`config.mk`:
```
export PLATFORM = sky130hd
export DESIGN_NAME = multi_reaction_core_flat
export DESIGN_NICKNAME = d
export VERILOG_FILES = /design/src/rtl/multi_reaction_core_if.sv /design/src/rtl/multi_reaction_core.sv /design/src/flat_wrapper.sv
export SDC_FILE = /design/constraint.sdc
export NUM_CORES = 1
export LEC_CHECK = 0
export BUFFER_PORTS_ARGS = -buffer_cell sky130_fd_sc_hd__buf_2
export CORE_ASPECT_RATIO = 0.9
export CORE_UTILIZATION = 25
export CTS_CLUSTER_DIAMETER = 200
export DETAILED_ROUTE_END_ITERATION = 12
export GPL_TIMING_DRIVEN = 1
export PLACE_DENSITY = 0.49
export SLEW_MARGIN = 20
export SYNTH_ARGS = -nofsm -noshare
export SYNTH_HDL_FRONTEND = slang
export SYNTH_SLANG_ARGS = --single-unit
```
`constraint.sdc`:
```
create_clock -name clk -period 10.3 [get_ports clk]
set_clock_uncertainty 0.1 [all_clocks]
set_input_delay 3.09 -clock clk [delete_from_list [all_inputs] [get_ports clk]]
set_output_delay 3.09 -clock clk [all_outputs]
set_load 0.02 [all_outputs]
```
`src/rtl/multi_reaction_core_if.sv`:
```
// multi_reaction_core_if: bundles the reaction core's control inputs and
// result outputs so the core and its environment share one port.
//   slave  : core side  (inputs tick_1ms/start/react/clr_best/rand_val,
//                        outputs led/busy/round_idx/cur_time/fail/avg_time/
//                        winner/winner_valid/best_time/done)
//   master : environment side (directions mirrored)
interface multi_reaction_core_if #(
  parameter int unsigned N_PLAYERS = 2,
  parameter int unsigned ROUNDS    = 4,
  parameter int unsigned TIME_W    = 16,
  parameter int unsigned DELAY_W   = 12
);
  localparam int unsigned LOG_R  = $clog2(ROUNDS);
  localparam int unsigned RIDX_W = (LOG_R > 0) ? LOG_R : 1;
  localparam int unsigned WIN_W  = (N_PLAYERS > 1) ? $clog2(N_PLAYERS) : 1;

  logic                          tick_1ms;
  logic                          start;
  logic [N_PLAYERS-1:0]          react;
  logic                          clr_best;
  logic [DELAY_W-1:0]            rand_val;

  logic                          led;
  logic                          busy;
  logic [RIDX_W-1:0]             round_idx;
  logic [N_PLAYERS*TIME_W-1:0]   cur_time;
  logic [N_PLAYERS-1:0]          fail;
  logic [N_PLAYERS*TIME_W-1:0]   avg_time;
  logic [WIN_W-1:0]              winner;
  logic                          winner_valid;
  logic [TIME_W-1:0]             best_time;
  logic                          done;

  modport slave (
    input  tick_1ms, start, react, clr_best, rand_val,
    output led, busy, round_idx, cur_time, fail, avg_time,
           winner, winner_valid, best_time, done
  );

  modport master (
    output tick_1ms, start, react, clr_best, rand_val,
    input  led, busy, round_idx, cur_time, fail, avg_time,
           winner, winner_valid, best_time, done
  );
endinterface

```
`src/rtl/multi_reaction_core.sv`:
```
// multi_reaction_core: N-player, multi-round reaction-time match controller.
// Each round waits MIN_DELAY_MS + rand_val ms, lights the LED and latches
// every player's reaction time; false starts and timeouts score TIMEOUT_MS.
// Keeps per-player sums/averages, the match winner and an all-time best.
// Ports:
//   clk, rst_n : clock, synchronous active-low reset
//   bus        : multi_reaction_core_if.slave (tick/start/react/clr_best/
//                rand_val in; led/busy/round_idx/cur_time/fail/avg_time/
//                winner/winner_valid/best_time/done out)
// Optional build macro REACT_HOLD_CHECK_EN: ARM waits until every react
// button is released before loading the countdown.
module multi_reaction_core #(
  parameter int unsigned N_PLAYERS    = 2,
  parameter int unsigned ROUNDS       = 4,
  parameter int unsigned TIME_W       = 16,
  parameter int unsigned DELAY_W      = 12,
  parameter int unsigned MIN_DELAY_MS = 500,
  parameter int unsigned TIMEOUT_MS   = 10000
) (
  input  logic                  clk,
  input  logic                  rst_n,
  multi_reaction_core_if.slave  bus
);

  localparam int unsigned LOG_R  = $clog2(ROUNDS);
  localparam int unsigned RIDX_W = (LOG_R > 0) ? LOG_R : 1;
  localparam int unsigned WIN_W  = (N_PLAYERS > 1) ? $clog2(N_PLAYERS) : 1;
  localparam int unsigned SUM_W  = TIME_W + LOG_R;
  localparam int unsigned DLY_W  = $clog2(MIN_DELAY_MS + 2**DELAY_W);

  typedef enum logic [2:0] {
    S_IDLE, S_ARM, S_COUNTDOWN, S_REACT, S_ROUND_END, S_MATCH_END, S_SHOW
  } state_e;

  state_e                            state_q;
  logic                              start_prev_q;
  logic [N_PLAYERS-1:0]              react_prev_q;
  logic [DLY_W-1:0]                  delay_q;
  logic [TIME_W-1:0]                 ms_cnt_q;
  logic [N_PLAYERS-1:0]              resolved_q;
  logic                              match_over_q;
  logic                              any_valid_q;
  logic [N_PLAYERS-1:0][SUM_W-1:0]   sum_q;

  logic                              led_q;
  logic                              busy_q;
  logic [RIDX_W-1:0]                 round_idx_q;
  logic [N_PLAYERS-1:0][TIME_W-1:0]  cur_q;
  logic [N_PLAYERS-1:0]              fail_q;
  logic [N_PLAYERS-1:0][TIME_W-1:0]  avg_q;
  logic [WIN_W-1:0]                  winner_q;
  logic                              winner_valid_q;
  logic [TIME_W-1:0]                 best_q;
  logic                              done_q;

  logic                              start_edge_c;
  logic [N_PLAYERS-1:0]              react_edge_c;
  logic [N_PLAYERS-1:0]              cd_fail_c;
  logic [N_PLAYERS-1:0]              rx_res_c;
  logic                              arm_go_c;
  logic [TIME_W-1:0]                 best_d;
  logic [SUM_W-1:0]                  win_sum_c;
  logic [WIN_W-1:0]                  win_idx_c;

  // Rising-edge detection against the previous-cycle samples.
  assign start_edge_c = bus.start & ~start_prev_q;
  assign react_edge_c = bus.react & ~react_prev_q;
  assign cd_fail_c    = fail_q | react_edge_c;
  assign rx_res_c     = resolved_q | react_edge_c;

  // ARM either leaves unconditionally or waits for all buttons released.
`ifdef REACT_HOLD_CHECK_EN
  assign arm_go_c = ~|bus.react;
`else
  assign arm_go_c = 1'b1;
`endif

  // Best reaction including this round's non-failed times.
  always_comb begin
    best_d = best_q;
    for (int i = 0; i < int'(N_PLAYERS); i++) begin
      if (!fail_q[i] && (cur_q[i] < best_d)) best_d = cur_q[i];
    end
  end

  // Lowest match sum; strict compare keeps ties on the lowest index.
  always_comb begin
    win_sum_c = sum_q[0];
    win_idx_c = '0;
    for (int i = 1; i < int'(N_PLAYERS); i++) begin
      if (sum_q[i] < win_sum_c) begin
        win_sum_c = sum_q[i];
        win_idx_c = WIN_W'(i);
      end
    end
  end

  // Match FSM with all outputs registered.
  always_ff @(posedge clk) begin
    if (!rst_n) begin
      state_q        <= S_IDLE;
      start_prev_q   <= 1'b0;
      react_prev_q   <= '0;
      delay_q        <= '0;
      ms_cnt_q       <= '0;
      resolved_q     <= '0;
      match_over_q   <= 1'b0;
      any_valid_q    <= 1'b0;
      sum_q          <= '0;
      led_q          <= 1'b0;
      busy_q         <= 1'b0;
      round_idx_q    <= '0;
      cur_q          <= '0;
      fail_q         <= '0;
      avg_q          <= '0;
      winner_q       <= '0;
      winner_valid_q <= 1'b0;
      best_q         <= '1;
      done_q         <= 1'b0;
    end else begin
      start_prev_q <= bus.start;
      react_prev_q <= bus.react;
      done_q       <= 1'b0;

      // clr_best overrides the ROUND_END update.
      if (bus.clr_best)                best_q <= '1;
      else if (state_q == S_ROUND_END) best_q <= best_d;

      case (state_q)
        S_IDLE, S_SHOW: begin
          if (start_edge_c) begin
            if ((state_q == S_IDLE) || match_over_q) begin
              sum_q          <= '0;
              round_idx_q    <= '0;
              winner_valid_q <= 1'b0;
              any_valid_q    <= 1'b0;
              match_over_q   <= 1'b0;
            end
            busy_q  <= 1'b1;
            state_q <= S_ARM;
          end
        end

        S_ARM: begin
          if (arm_go_c) begin
            delay_q    <= DLY_W'(MIN_DELAY_MS) + DLY_W'(bus.rand_val);
            cur_q      <= '0;
            fail_q     <= '0;
            resolved_q <= '0;
            state_q    <= S_COUNTDOWN;
          end
        end

        S_COUNTDOWN: begin
          // Any press before the LED is a false start.
          for (int i = 0; i < int'(N_PLAYERS); i++) begin
            if (react_edge_c[i] && !fail_q[i]) begin
              fail_q[i] <= 1'b1;
              cur_q[i]  <= TIME_W'(TIMEOUT_MS);
            end
          end
          resolved_q <= cd_fail_c;
          if (&cd_fail_c) begin
            busy_q  <= 1'b0;
            state_q <= S_ROUND_END;
          end else if (bus.tick_1ms) begin
            if (delay_q != '0) begin
              delay_q <= delay_q - DLY_W'(1);
            end else begin
              led_q    <= 1'b1;
              ms_cnt_q <= '0;
              state_q  <= S_REACT;
            end
          end
        end

        S_REACT: begin
          if (ms_cnt_q >= TIME_W'(TIMEOUT_MS)) begin
            for (int i = 0; i < int'(N_PLAYERS); i++) begin
              if (!resolved_q[i]) begin
                fail_q[i] <= 1'b1;
                cur_q[i]  <= TIME_W'(TIMEOUT_MS);
              end
            end
            resolved_q <= '1;
            led_q      <= 1'b0;
            busy_q     <= 1'b0;
            state_q    <= S_ROUND_END;
          end else begin
            // Latch the pre-increment count if a tick coincides.
            for (int i = 0; i < int'(N_PLAYERS); i++) begin
              if (react_edge_c[i] && !resolved_q[i]) cur_q[i] <= ms_cnt_q;
            end
            resolved_q <= rx_res_c;
            if (bus.tick_1ms) ms_cnt_q <= ms_cnt_q + TIME_W'(1);
            if (&rx_res_c) begin
              led_q   <= 1'b0;
              busy_q  <= 1'b0;
              state_q <= S_ROUND_END;
            end
          end
        end

        S_ROUND_END: begin
          for (int i = 0; i < int'(N_PLAYERS); i++) begin
            sum_q[i] <= sum_q[i] + SUM_W'(cur_q[i]);
          end
          if (!(&fail_q)) any_valid_q <= 1'b1;
          if (round_idx_q == RIDX_W'(ROUNDS - 1)) begin
            state_q <= S_MATCH_END;
          end else begin
            round_idx_q <= round_idx_q + RIDX_W'(1);
            state_q     <= S_SHOW;
          end
        end

        S_MATCH_END: begin
          for (int i = 0; i < int'(N_PLAYERS); i++) begin
            avg_q[i] <= sum_q[i][SUM_W-1:LOG_R];
          end
          winner_q       <= win_idx_c;
          winner_valid_q <= any_valid_q;
          match_over_q   <= 1'b1;
          done_q         <= 1'b1;
          state_q        <= S_SHOW;
        end

        default: state_q <= S_IDLE;
      endcase
    end
  end

  assign bus.led          = led_q;
  assign bus.busy         = busy_q;
  assign bus.round_idx    = round_idx_q;
  assign bus.cur_time     = cur_q;
  assign bus.fail         = fail_q;
  assign bus.avg_time     = avg_q;
  assign bus.winner       = winner_q;
  assign bus.winner_valid = winner_valid_q;
  assign bus.best_time    = best_q;
  assign bus.done         = done_q;

endmodule

```
`src/flat_wrapper.sv`:
```
// flat-port wrapper written by rule: the top's interface ports become plain ports
module multi_reaction_core_flat 
#(
  parameter int unsigned N_PLAYERS    = 2,
  parameter int unsigned ROUNDS       = 4,
  parameter int unsigned TIME_W       = 16,
  parameter int unsigned DELAY_W      = 12,
  parameter int unsigned MIN_DELAY_MS = 500,
  parameter int unsigned TIMEOUT_MS   = 10000
)
  (clk, rst_n, bus_tick_1ms, bus_start, bus_react, bus_clr_best, bus_rand_val, bus_led, bus_busy, bus_round_idx, bus_cur_time, bus_fail, bus_avg_time, bus_winner, bus_winner_valid, bus_best_time, bus_done);
  multi_reaction_core_if #(.N_PLAYERS(N_PLAYERS), .ROUNDS(ROUNDS), .TIME_W(TIME_W), .DELAY_W(DELAY_W)) bus_i ();
  input  logic clk;
  input  logic rst_n;
  input wire logic [$bits(bus_i.tick_1ms)-1:0] bus_tick_1ms;
  input wire logic [$bits(bus_i.start)-1:0] bus_start;
  input wire logic [$bits(bus_i.react)-1:0] bus_react;
  input wire logic [$bits(bus_i.clr_best)-1:0] bus_clr_best;
  input wire logic [$bits(bus_i.rand_val)-1:0] bus_rand_val;
  output wire logic [$bits(bus_i.led)-1:0] bus_led;
  output wire logic [$bits(bus_i.busy)-1:0] bus_busy;
  output wire logic [$bits(bus_i.round_idx)-1:0] bus_round_idx;
  output wire logic [$bits(bus_i.cur_time)-1:0] bus_cur_time;
  output wire logic [$bits(bus_i.fail)-1:0] bus_fail;
  output wire logic [$bits(bus_i.avg_time)-1:0] bus_avg_time;
  output wire logic [$bits(bus_i.winner)-1:0] bus_winner;
  output wire logic [$bits(bus_i.winner_valid)-1:0] bus_winner_valid;
  output wire logic [$bits(bus_i.best_time)-1:0] bus_best_time;
  output wire logic [$bits(bus_i.done)-1:0] bus_done;
  assign bus_i.tick_1ms = bus_tick_1ms;
  assign bus_i.start = bus_start;
  assign bus_i.react = bus_react;
  assign bus_i.clr_best = bus_clr_best;
  assign bus_i.rand_val = bus_rand_val;
  assign bus_led = bus_i.led;
  assign bus_busy = bus_i.busy;
  assign bus_round_idx = bus_i.round_idx;
  assign bus_cur_time = bus_i.cur_time;
  assign bus_fail = bus_i.fail;
  assign bus_avg_time = bus_i.avg_time;
  assign bus_winner = bus_i.winner;
  assign bus_winner_valid = bus_i.winner_valid;
  assign bus_best_time = bus_i.best_time;
  assign bus_done = bus_i.done;
  multi_reaction_core #(.N_PLAYERS(N_PLAYERS), .ROUNDS(ROUNDS), .TIME_W(TIME_W), .DELAY_W(DELAY_W), .MIN_DELAY_MS(MIN_DELAY_MS), .TIMEOUT_MS(TIMEOUT_MS)) u_core (.clk(clk), .rst_n(rst_n), .bus(bus_i));
endmodule
```
After elaboration in Yosys (flattened, before gate mapping)
Index checks and enable logic that the tools add are counted.
Word-level totals
  bits in registers: 164
  output and inout port bits: 89
Operators by class
  $add $sub $neg: 6
  order comparisons: 4
  equal/unequal tests: 30
  multiplexer cells: 60
  bitwise gates (word level): 7
  reductions and logical operators: 37
Operators with widths (count)
  $mux W16: 13
  $pmux W32 S3: 1
  $mux W36: 2
  $pmux W36 S2: 1
  $mux W13: 3
  $add A18 B16 Y18: 2
  $reduce_and A4 Y1: 9
  $lt A16 B16 Y1: 2
  $mux W32: 1
  $pmux W16 S2: 1
  $pmux W13 S2: 1
  $lt A18 B18 Y1: 1
  $mux W3: 6
  $ne A2 B2 Y1 const B: 9
  $pmux W3 S6: 1
  $add A16 B1 Y16 const B: 1
  $ge A16 B14 Y1 const B: 1
  $mux W1: 16
  $ne A2 B1 Y1 const B: 7
  $add A9 B12 Y13 const A: 1
  $reduce_bool A13 Y1: 1
  $sub A13 B1 Y13 const B: 1
  $mux W2: 6
  $pmux W2 S3: 2
  other kinds (27): 55

Depth between registers and ports, before layout
  depth after elaboration: 7
  depth in mapped cells: 17

Worst setup path before layout
OpenSTA, ideal clock, no wires.
  path kind: input port to flip-flop
  start: in bus_react[0]
  end: reg u_core.ms_cnt_q[13]
  library setup time: 117 ps
  data arrival time: 4636 ps
  data required time: 10083 ps
  slack: 5447 ps
  stages: 8
  cells stage by stage: nor2b_1 clkbuf_1 o22ai_1 and4b_1 o211ai_1 nor2_1 a41oi_1 nor2_1
Between the ends
  cells in the longest elaborated chain, start to end: 5
Ends and longest elaborated chain
  from (decl): RTL line flat_wrapper.sv:17  | input wire logic [$bits(bus_i.react)-1:0] bus_react;
  $and A2 B2 Y2: RTL line multi_reaction_core.sv:67  | assign react_edge_c = bus.react & ~react_prev_q;
  $or A2 B2 Y2: RTL line multi_reaction_core.sv:68  | assign cd_fail_c = fail_q | react_edge_c;
  $reduce_and A2 Y1: RTL line multi_reaction_core.sv:163  | if (&cd_fail_c) begin
  $ne A2 B2 Y1 (no source line)
  $reduce_and A6 Y1 (no source line)
  to (signal assigned): RTL line multi_reaction_core.sv:195  | if (bus.tick_1ms) ms_cnt_q <= ms_cnt_q + TIME_W'(1);
  to (decl): RTL line multi_reaction_core.sv:39  | logic [TIME_W-1:0] ms_cnt_q;
Every way passes these cells.
A chain may end at the register's enable or synchronous reset.

Worst setup path after layout
Ends and elaborated chain as after synthesis.

==> run summary <==
CP arrival: 5.39 ns
Worst r2r dst: u_core.bus.best_time[12]
Die X-Extent: 204.4 um
Status: finished, final reports clean
NumNets Final: 1,254
Switching Share: 38.31%
Gate Count Post-Synth: 1,065
Top cells by count, synth: 164 x dfxtp_1, 117 x nor2_1, 84 x ha_1
Detailed placer's ending HPWL: 20.90 mm
Mean Syn Cell Area: 8.656 um^2
Ys flop type: dfxtp_1
Syn_nets: 1,170
Critical path origin: bus_react[0]
Fin crit period: 5.187 ns
Routed Antenna Nets: 0
Layout cells sized above 1: 13.79%
Slew Limit Fails: 0
Worst Hold End: u_core.delay_q[5]
Seq/Total Area, Yosys: 35.61%
Routed WL: 27.97 mm
Maximum vdd ir drop: 0.09285 mV
Maximum clock path buffer count: 2
Num rows: 66
CP top delay family: compound AO/OA/AOI/OAI gates
Hold slack: 0.3645 ns
First-pass GRT wire length: 44.75 mm
Final setup TNS: 0 ns
#FFs+latches synth: 164
Initial Utilization: 25.43%
CTS tree: built
Drt pass-1 iters: 5
Root buf cell: clkbuf_16
WP data required: 10.50 ns
Grt total ovfl: 0
Combinational share of power: 34.1%
Relative slew slack: 25.40%
Grt met2 use: 24.56%
H-tree lvl count: 4
Lkg Pwr: 4.728 nW
Die area: 37,650 um^2
Seq pwr share: 35.0%
ANT cells: 0
Critical path type: primary input to flip-flop
Crit path buf inv count: 1
Worst path slowest cell: o211ai_1
Residual DRC count: 0
Largest stage delay, worst path: 0.62 ns
Top cells by area, synth: dfxtp_1 36%, ha_1 11%, nor2_1 4.8%, a21oi_1 3.7%, a22oi_1 3.3%
Number of synthesized flops with an enable pin: 0
Proportion of power drawn by the clock network: 30.9%
Most frequent cell after synthesis: dfxtp_1
Fmax: 192.8 MHz
Int Power: 1.329 mW
Cts hold-fix bufs: 0
FF-to-FF setup slack: 5.21 ns
Area leader, netlist: dfxtp_1
Final Hold Fails: 0
Pre-CTS WS: 4.680 ns
Crit-path max FO: 10
Min-delay src: u_core.delay_q[5]
R2r startpoint: u_core.bus.best_time[13]
Final setup fails: 0
GP Congestion: 0.8134
Sink Count: 164
Ports: 108
Maxcap violations: 0
Pwr/cell area: 199.2 nW/um^2
Antenna violations before repair: 1
Synth top area share: 35.61%
P_sw: 0.8253 mW
Initial DRC Count: 470
Post-cts sizing count: 0
DP Area: 10,220 um^2
Tcrit/Tclk final: 50.36%
Clock transition at path regs: 0.07 ns
Largest net degree at the start of global routing: 65
Synthesized area: 9219 um^2
Synthesis-to-layout area growth: 17.29%
Fraction of registers with async set/reset: 0%
Type of origin of the critical path: primary input
GRT Max-Usage Layer: met2
CP endpoint kind: flip-flop
Met3 Usage GRT: 3.218%
Met1 Resource Use GR: 20.57%
Total GRT Usage: 15.33%
Setup Buffers After CTS: 0
Die Y: 184.2 um
Hold path depth: 2
Worst-Margin Slew: 1.091 ns
R2r worst-path depth: 15
Wire per inst: 17.09 um
Port bufs: 107
Vias in the first global route: 7,922
Clk Latency, worst-skew pair: 0.43 ns
RSZ-0062 raised after global routing: false
Synthesis Warnings: 0
Core area: 36,250 um^2
Critical Path Most Common Cell: nor2_1
Setup ws final: 5.113 ns
CTS Buf Count: 17
Routed vias/inst: 4.972
Library cells used by synthesis: 67
Min-delay worst type: flip-flop to flip-flop
Final Cell Area: 10,810 um^2
Detailed-route via count: 8,134
Critical path, cell by cell: buf_2 > nor2b_1 > o22ai_1 > and4b_1 > o211ai_1 > nor2_1 > a41oi_1 > nor2_1
-- layer usage --
layer | wire length [um] | share of wire (%) | up-vias
li1 | - | - | 4102
met2 | 12760 | 46 | 149
met4 | 435 | 1.6 | 2
met1 | 13570 | 49 | 3851
met3 | 1188 | 4.2 | 30
met5 | 10 | 0.036 | -
-- flip-flops by register name, summed over array words and instances, names as in the netlist, 2 cells and up --
name and flops:
u_core.resolved_q 2, u_core.bus.avg_time 32, u_core.ms_cnt_q 16, u_core.bus.cur_time 32, u_core.bus.round_idx 2, u_core.bus.fail 2
u_core.state_q 3, u_core.bus.best_time 16, u_core.delay_q 13, u_core.react_prev_q 2, u_core.sum_q 36
-- placed cells by master (no fill, tap or decap), drive strengths merged, types with 9 or more instances in the layout --
| cell type | count |
|---|---|
| nor2b | 10 |
| a2111oi | 10 |
| nor3 | 31 |
| xor2 | 22 |
| nand3 | 16 |
| buf | 115 |
| xnor2 | 22 |
| nor2 | 117 |
| a311o | 15 |
| nand2 | 71 |
| nand4 | 11 |
| ha | 84 |
| a22o | 33 |
| dfxtp | 164 |
| a211oi | 9 |
| a21o | 27 |
| a21oi | 68 |
| inv | 52 |
| mux2i | 28 |
| a22oi | 40 |
| and3 | 15 |
| o21ai | 57 |
| clkbuf | 20 |
-- worst min-delay path, cell delays in order, from the launching register on --
cell and delay [ns]:
dfxtp_1 0.31, nand2_1 0.05, o21ai_0 0.06
-- cell type report --
cell class	count	area, um^2
Timing Repair Buffer	115	595.6
Clock inverter	10	158.9
Clock buffer	20	436.7
Tap cell	476	595.6
Fill cell	3849	25440
Sequential cell	164	3283
Multi-Input combinational cell	799	5548
Inverter	52	195.2
-- stage by stage --
| step | cells | util, % | total power, mW |
|---|---|---|---|
| floorplan | 1065 | - | 1.298 |
| global placement | 1606 | 28.18 | 1.499 |
| detailed placement | 1606 | 28.18 | 1.507 |
| CTS | 1636 | 29.83 | 2.178 |
| global route | 1636 | 29.83 | 2.298 |
| finish | 1636 | 29.83 | 2.154 |
-- how the worst max path moves through the flow --
stage / cells after the start / end / slack (ns)
final: 8 / u_core.ms_cnt_q[13] / 5.11
after global routing: 15 / u_core.bus.best_time[1] / 4.64
after CTS: 8 / u_core.ms_cnt_q[13] / 5.14
after detailed placement: 8 / u_core.ms_cnt_q[13] / 4.68
after global placement: 8 / u_core.ms_cnt_q[13] / 4.74
after floorplan: 8 / u_core.ms_cnt_q[13] / 5.45
-- logic make-up after synthesis --
group | Yosys count | share of synthesized area [%]
xor gates and xnor gates | 44 | 4.180
muxes | 28 | 3.040
AOI/OAI and AO/OA | 333 | 25.58
and+or+nand+nor | 308 | 15.46
DFF | 164 | 35.61
buffers and inverters | 102 | 4.289
adders and majority gates | 86 | 11.84
-- power by group through the flow --
stage / sequential [mW] / clock, mW / combinational (mW)
after detailed placement: 0.767 / 0 / 0.740
after floorplan: 0.757 / 0 / 0.541
after global placement: 0.767 / 0 / 0.733
after CTS: 0.753 / 0.683 / 0.742
after global routing: 0.761 / 0.711 / 0.826
final: 0.753 / 0.667 / 0.734
Power figures use the tool's default switching activity.
